File: src/rtl/axi4_lite_regfile.sv
// AXI4-Lite slave register file with independent read/write engines.
// AW and W may arrive in either order; writes honour byte strobes, out-of-range accesses get SLVERR.
module axi4_lite_regfile #(
  parameter int ADDR_WIDTH = 32,
  parameter int DATA_WIDTH = 32,
  parameter int NUM_REGS   = 32
) (
  input  logic                    ACLK,
  input  logic                    ARESETN,
  input  logic [ADDR_WIDTH-1:0]   S_AWADDR,
  input  logic                    S_AWVALID,
  output logic                    S_AWREADY,
  input  logic [DATA_WIDTH-1:0]   S_WDATA,
  input  logic [DATA_WIDTH/8-1:0] S_WSTRB,
  input  logic                    S_WVALID,
  output logic                    S_WREADY,
  output logic [1:0]              S_BRESP,
  output logic                    S_BVALID,
  input  logic                    S_BREADY,
  input  logic [ADDR_WIDTH-1:0]   S_ARADDR,
  input  logic                    S_ARVALID,
  output logic                    S_ARREADY,
  output logic [DATA_WIDTH-1:0]   S_RDATA,
  output logic [1:0]              S_RRESP,
  output logic                    S_RVALID,
  input  logic                    S_RREADY
);

  localparam int STRB_W = DATA_WIDTH / 8;
  localparam int LSB    = $clog2(STRB_W);
  localparam int IDX_W  = ADDR_WIDTH - LSB;
  localparam int REG_AW = $clog2(NUM_REGS);
  localparam logic [1:0] RESP_OKAY   = 2'b00;
  localparam logic [1:0] RESP_SLVERR = 2'b10;

  typedef enum logic [1:0] {W_IDLE, W_HAVE_A, W_HAVE_W, W_RESP} wstate_t;
  typedef enum logic {R_IDLE, R_DATA} rstate_t;

  function automatic logic in_range(input logic [IDX_W-1:0] idx);
    return {1'b0, idx} < (IDX_W+1)'(NUM_REGS);
  endfunction

  function automatic logic [DATA_WIDTH-1:0] merge_bytes(input logic [DATA_WIDTH-1:0] old_v,
                                                        input logic [DATA_WIDTH-1:0] new_v,
                                                        input logic [STRB_W-1:0]     strb);
    logic [DATA_WIDTH-1:0] res;
    for (int i = 0; i < STRB_W; i++)
      res[8*i +: 8] = strb[i] ? new_v[8*i +: 8] : old_v[8*i +: 8];
    return res;
  endfunction

  logic [DATA_WIDTH-1:0] regs [NUM_REGS];

  wstate_t               wstate;
  rstate_t               rstate;
  logic                  awready, wready, bvalid, arready, rvalid;
  logic [1:0]            bresp, rresp;
  logic [DATA_WIDTH-1:0] rdata;
  logic [IDX_W-1:0]      aw_idx_q;
  logic [DATA_WIDTH-1:0] wdata_q;
  logic [STRB_W-1:0]     wstrb_q;

  logic [IDX_W-1:0]      aw_idx, ar_idx, commit_idx;
  logic [DATA_WIDTH-1:0] commit_data;
  logic [STRB_W-1:0]     commit_strb;
  logic                  aw_hs, w_hs, ar_hs, commit_en, commit_ok;
  logic                  unused_addr_lsbs;

  assign aw_idx = S_AWADDR[ADDR_WIDTH-1:LSB];
  assign ar_idx = S_ARADDR[ADDR_WIDTH-1:LSB];
  assign unused_addr_lsbs = ^{S_AWADDR[LSB-1:0], S_ARADDR[LSB-1:0]};

  assign aw_hs = S_AWVALID & awready;
  assign w_hs  = S_WVALID & wready;
  assign ar_hs = S_ARVALID & arready;

  // Commit source: live channel for whichever half arrives last, captured copy for the other.
  always_comb begin
    commit_en   = 1'b0;
    commit_idx  = aw_idx;
    commit_data = S_WDATA;
    commit_strb = S_WSTRB;
    case (wstate)
      W_IDLE:   commit_en = aw_hs & w_hs;
      W_HAVE_A: begin
        commit_en  = w_hs;
        commit_idx = aw_idx_q;
      end
      W_HAVE_W: begin
        commit_en   = aw_hs;
        commit_data = wdata_q;
        commit_strb = wstrb_q;
      end
      default: commit_en = 1'b0;
    endcase
    commit_ok = in_range(commit_idx);
  end

  always_ff @(posedge ACLK) begin
    if (!ARESETN) begin
      for (int i = 0; i < NUM_REGS; i++) regs[i] <= '0;
    end else if (commit_en && commit_ok) begin
      regs[commit_idx[REG_AW-1:0]] <= merge_bytes(regs[commit_idx[REG_AW-1:0]], commit_data, commit_strb);
    end
  end

  always_ff @(posedge ACLK) begin
    if (aw_hs) aw_idx_q <= aw_idx;
    if (w_hs) begin
      wdata_q <= S_WDATA;
      wstrb_q <= S_WSTRB;
    end
  end

  always_ff @(posedge ACLK) begin
    if (!ARESETN) begin
      wstate  <= W_IDLE;
      awready <= 1'b0;
      wready  <= 1'b0;
      bvalid  <= 1'b0;
      bresp   <= RESP_OKAY;
    end else if (commit_en) begin
      wstate  <= W_RESP;
      awready <= 1'b0;
      wready  <= 1'b0;
      bvalid  <= 1'b1;
      bresp   <= commit_ok ? RESP_OKAY : RESP_SLVERR;
    end else begin
      case (wstate)
        W_IDLE: begin
          if (aw_hs) begin
            wstate  <= W_HAVE_A;
            awready <= 1'b0;
            wready  <= 1'b1;
          end else if (w_hs) begin
            wstate  <= W_HAVE_W;
            awready <= 1'b1;
            wready  <= 1'b0;
          end else begin
            awready <= 1'b1;
            wready  <= 1'b1;
          end
        end
        W_RESP: begin
          if (S_BREADY) begin
            wstate  <= W_IDLE;
            bvalid  <= 1'b0;
            awready <= 1'b1;
            wready  <= 1'b1;
          end
        end
        default: ;
      endcase
    end
  end

  // Read engine samples the array before any same-edge commit lands.
  always_ff @(posedge ACLK) begin
    if (!ARESETN) begin
      rstate  <= R_IDLE;
      arready <= 1'b0;
      rvalid  <= 1'b0;
      rdata   <= '0;
      rresp   <= RESP_OKAY;
    end else begin
      case (rstate)
        R_IDLE: begin
          if (ar_hs) begin
            rstate  <= R_DATA;
            arready <= 1'b0;
            rvalid  <= 1'b1;
            rdata   <= in_range(ar_idx) ? regs[ar_idx[REG_AW-1:0]] : '0;
            rresp   <= in_range(ar_idx) ? RESP_OKAY : RESP_SLVERR;
          end else begin
            arready <= 1'b1;
          end
        end
        R_DATA: begin
          if (S_RREADY) begin
            rstate  <= R_IDLE;
            rvalid  <= 1'b0;
            arready <= 1'b1;
          end
        end
        default: rstate <= R_IDLE;
      endcase
    end
  end

  assign S_AWREADY = awready;
  assign S_WREADY  = wready;
  assign S_BVALID  = bvalid;
  assign S_BRESP   = bresp;
  assign S_ARREADY = arready;
  assign S_RVALID  = rvalid;
  assign S_RDATA   = rdata;
  assign S_RRESP   = rresp;

endmodule

File: config.mk
export PLATFORM = sky130hd
export DESIGN_NAME = axi4_lite_regfile
export DESIGN_NICKNAME = d
export VERILOG_FILES = /design/src/rtl/axi4_lite_regfile.sv
export SDC_FILE = /design/constraint.sdc
export NUM_CORES = 2
export LEC_CHECK = 0
export CORE_AREA = 2 2 209 416
export CTS_CLUSTER_DIAMETER = 60
export DETAILED_ROUTE_END_ITERATION = 8
export DIE_AREA = 0 0 211 418
export PLACE_DENSITY = 0.84
export SYNTH_ARGS = -nofsm -noshare
export SYNTH_HDL_FRONTEND = slang
export SYNTH_SLANG_ARGS = --single-unit
File: constraint.sdc
create_clock -name ACLK -period 7 [get_ports ACLK]
set_input_delay 1.4 -clock ACLK [delete_from_list [all_inputs] [get_ports ACLK]]
set_output_delay 1.4 -clock ACLK [all_outputs]
set_load 0.05 [all_outputs]
==> qor.txt <==
Status -> completed
WHS -> 0.492 ns
Post-synthesis sequential area ratio -> 0.612
Hold-fix buffers, CTS -> 0
Setup bufs post-CTS -> 0
Initial Util -> 0.646
Hold endpoint -> S_RDATA[30]
PwrDens -> 241 nW/µm²
Clock latency on the worst-skew pair -> 0.70 ns
WS Path Type -> in2reg
Cells after Synth -> 3648
FF-to-FF Start -> wstate[0]
Met2 GRT Util -> 0.583
Critical path capture point type -> flop
Skew final -> 0.0250 ns
DRT antenna net count -> 0
Fin nets -> 3607
Fin. Hold Viols -> 0
Post-Syn Area -> 54800 µm²
Antenna cells -> 0
Flop pwr share -> 0.533
Global-route wire length before repair -> 223000 µm
Reg2reg setup slack -> 2.68 ns
Library cells used by synthesis -> 44
Reg2reg end -> regs[18][11]
Adder-cell share of the synthesized area -> 0
Vias in the first global route -> 36400
Max Slew Vio Count -> 0
TritonCTS Buffers -> 93
Flops & latches, synth -> 1132
Port bufs -> 141
GRT Total Usage -> 0.344
Multiplexer share of the synthesized area -> 0.122
Rows -> 151
Routability-driven placement congestion ratio -> 0.890
Synth Area in XOR/XNOR -> 0
Hold_sp -> S_RDATA[30]
Yosys Warn Count -> 0
GR Overflow Total -> 0
Busiest metal layer after global routing -> met2
Sum Neg Setup Slack -> 0 ns
Async set-or-reset flop fraction in the synthesized netlist -> 0
H-tree levels -> 3
Largest family of logic cells by synthesized area -> simple AND/OR/NAND/NOR gates
Share of layout cells above drive strength 1 -> 0.282
Compound-gate portion of the synthesized area -> 0.0403
Die area -> 88200 µm²
Final Cycle Share -> 0.675
Avg Inst Size Synth -> 15.0 µm²
CTS tree -> built
Switch Pwr -> 0.00356 W
Total Wirelength -> 150000 µm
Simple-Gate Fraction of Synth Area -> 0.180
Clock transition at path regs -> 0.07 ns
# DRC -> 0
Net switching share of the total power -> 0.246
Crit Path Max Fanout -> 24
Worst hold path type -> reg2reg
WP data arrival -> 5.03 ns
DR vias -> 36000
CTS Root Cell -> clkbuf_16
Pre-antenna DRT Iters -> 8
GR met3 Demand/Resource -> 0.0655
Post-DP HPWL -> 95300 µm
Max cap viols -> 0
Clock power frac -> 0.367
Final worst path period need -> 4.73 ns
Setup-failing EPs final -> 0
Max-slew headroom -> 0.0823
Top-Level Pins -> 148
Die width -> 211 µm
RSZ-0062 raised after global routing -> no
Clk sink count -> 1132
Internal -> 0.0109 W
Met1 usage -> 0.380
Largest net degree at the start of global routing -> 168
CP required -> 7.31 ns
Startpoint types -> input pin
Peak supply drop -> 212 µV
Worst reg2reg path depth -> 7
Hold path cells -> 1
Post-synth EDFFs -> 1090
Routed WL per cell -> 32.3 µm
Drt via density -> 7.74
Core Region -> 84800 µm²
Worst slew pin tran -> 1.36 ns
Die span in y -> 418 µm
Main flop type after synthesis -> edfxtp_1
Bufs on Longest Clock Path -> 3
Iteration-0 DRC Markers -> 4843
Area Growth Syn to Fin -> 9.75%
Initial antenna violation count -> 2
LEAKAGE -> 18.0 nW
Logic pwr share -> 0.100
Fmax -> 212 MHz
Post-CTS sizing -> 0
[sequential cells by signal, indices dropped and copies added (netlist names), 2 cells and up]
register	flops
wdata_q	32
regs	1024
wstate	2
S_RDATA	32
wstrb_q	4
aw_idx_q	30
[per-stage QoR]
stage	power (W)	setup slack (ns)	cells	utilization	cell area, µm²
6_report	0.0145	2.27	4649	0.709	60200
3_3_place_gp	0.00920	1.72	4474	0.673	57100
2_1_floorplan	0.00869	3.24	3649	-	54800
4_1_cts	0.0144	2.32	4648	0.709	60200
3_5_place_dp	0.00927	1.60	4475	0.673	57100
5_1_grt	0.0148	2.09	4649	0.709	60200
[power groups by stage]
stage / Combinational [W] / Sequential (W) / Clock, W
2_1_floorplan: 0.000859 / 0.00783 / 0
3_3_place_gp: 0.00136 / 0.00784 / 0
3_5_place_dp: 0.00141 / 0.00786 / 0
4_1_cts: 0.00142 / 0.00771 / 0.00531
5_1_grt: 0.00149 / 0.00773 / 0.00556
6_report: 0.00145 / 0.00772 / 0.00532
[layer usage]
metal,vias up,routed length [µm]
li1,14900,-
met1,17700,45200
met2,2619,77500
met3,675,14400
met4,4,13300
met5,-,22
[worst max-delay path by stage]
stage | from | endpoint | cells past startpoint | slack (ns)
6_report | S_AWVALID | regs[18][11] | 7 | 2.27
5_1_grt | S_AWVALID | regs[2][15] | 7 | 2.09
4_1_cts | S_AWVALID | regs[18][15] | 7 | 2.32
3_5_place_dp | S_AWVALID | regs[29][12] | 7 | 1.60
3_3_place_gp | S_AWADDR[31] | regs[29][12] | 6 | 1.72
2_1_floorplan | S_AWVALID | regs[10][0] | 7 | 3.24
[worst max-delay path, stage by stage]
cell and delay, ns:
clkdlybuf4s50_1 0.48, a21oi_1 0.13, a211oi_1 0.24, buf_4 0.20
and2_1 0.53, o2111ai_2 0.77, o21ai_0 1.27
[Yosys cell counts, types with 2 or more instances]
cell,instances,area [µm²]
and2_1,4,25.0
o2111ai_1,4,35.0
nor3_1,3,15.0
dfxtp_1,42,841
mux2i_1,189,1890
o21ai_0,153,766
nor4_1,637,3990
nor2b_1,43,269
clkbuf_1,405,1520
buf_6,44,495
mux4_2,210,4730
a21oi_1,18,90.1
mux2_2,6,67.6
a22oi_1,46,345
buf_1,74,278
buf_2,37,185
nand2_1,46,173
nor4_2,400,5000
edfxtp_1,1090,32700
nand3b_1,2,15.0
nor4bb_1,2,20.0
inv_1,6,22.5
buf_4,2,15.0
nand3_1,26,130
or4_1,3,22.5
nand4_1,2,12.5
o21ai_1,3,15.0
and4_1,3,26.3
nand2b_1,4,25.0
a31oi_1,4,25.0
a221o_1,31,310
nor2_1,24,90.1
a211oi_1,74,556
[placed cells by master (no fill, tap or decap), types with 4 or more instances in the layout]
cell type	count
a211oi_1	74
a21oi_1	18
a221o_1	31
a22oi_1	46
a31oi_1	4
buf_12	13
buf_4	164
bufinv_16	8
clkbuf_1	16
clkbuf_16	96
clkdlybuf4s50_1	136
clkinv_1	15
clkinv_2	17
clkinv_4	5
clkinvlp_4	6
dfxtp_1	42
edfxtp_1	1090
inv_1	6
inv_6	5
mux2_2	6
mux2i_1	157
mux2i_4	32
mux4_2	210
nand2_1	23
nand2_2	19
nand2_4	4
nand2b_1	4
nand3_1	26
nor2_1	21
nor2b_1	41
nor4_1	637
nor4_2	400
o2111ai_2	4
o21ai_0	151
o21ai_1	5
[cells by family after synthesis]
group / after synthesis
mux: 405
simple gates: 1203
other cells: 1
flops: 1132
compound gates: 339
buf+inv: 568
[area by class of cell]
type | count | area, µm²
clock buffer | 115 | 2500
clock inverter | 58 | 547
fill | 5033 | 24600
inverter | 6 | 22.5
multi-input combinational | 1949 | 19300
sequential | 1132 | 33600
tap | 1071 | 1340
timing repair buffer | 318 | 2910
No activity file was read; power rests on OpenSTA's default activity.
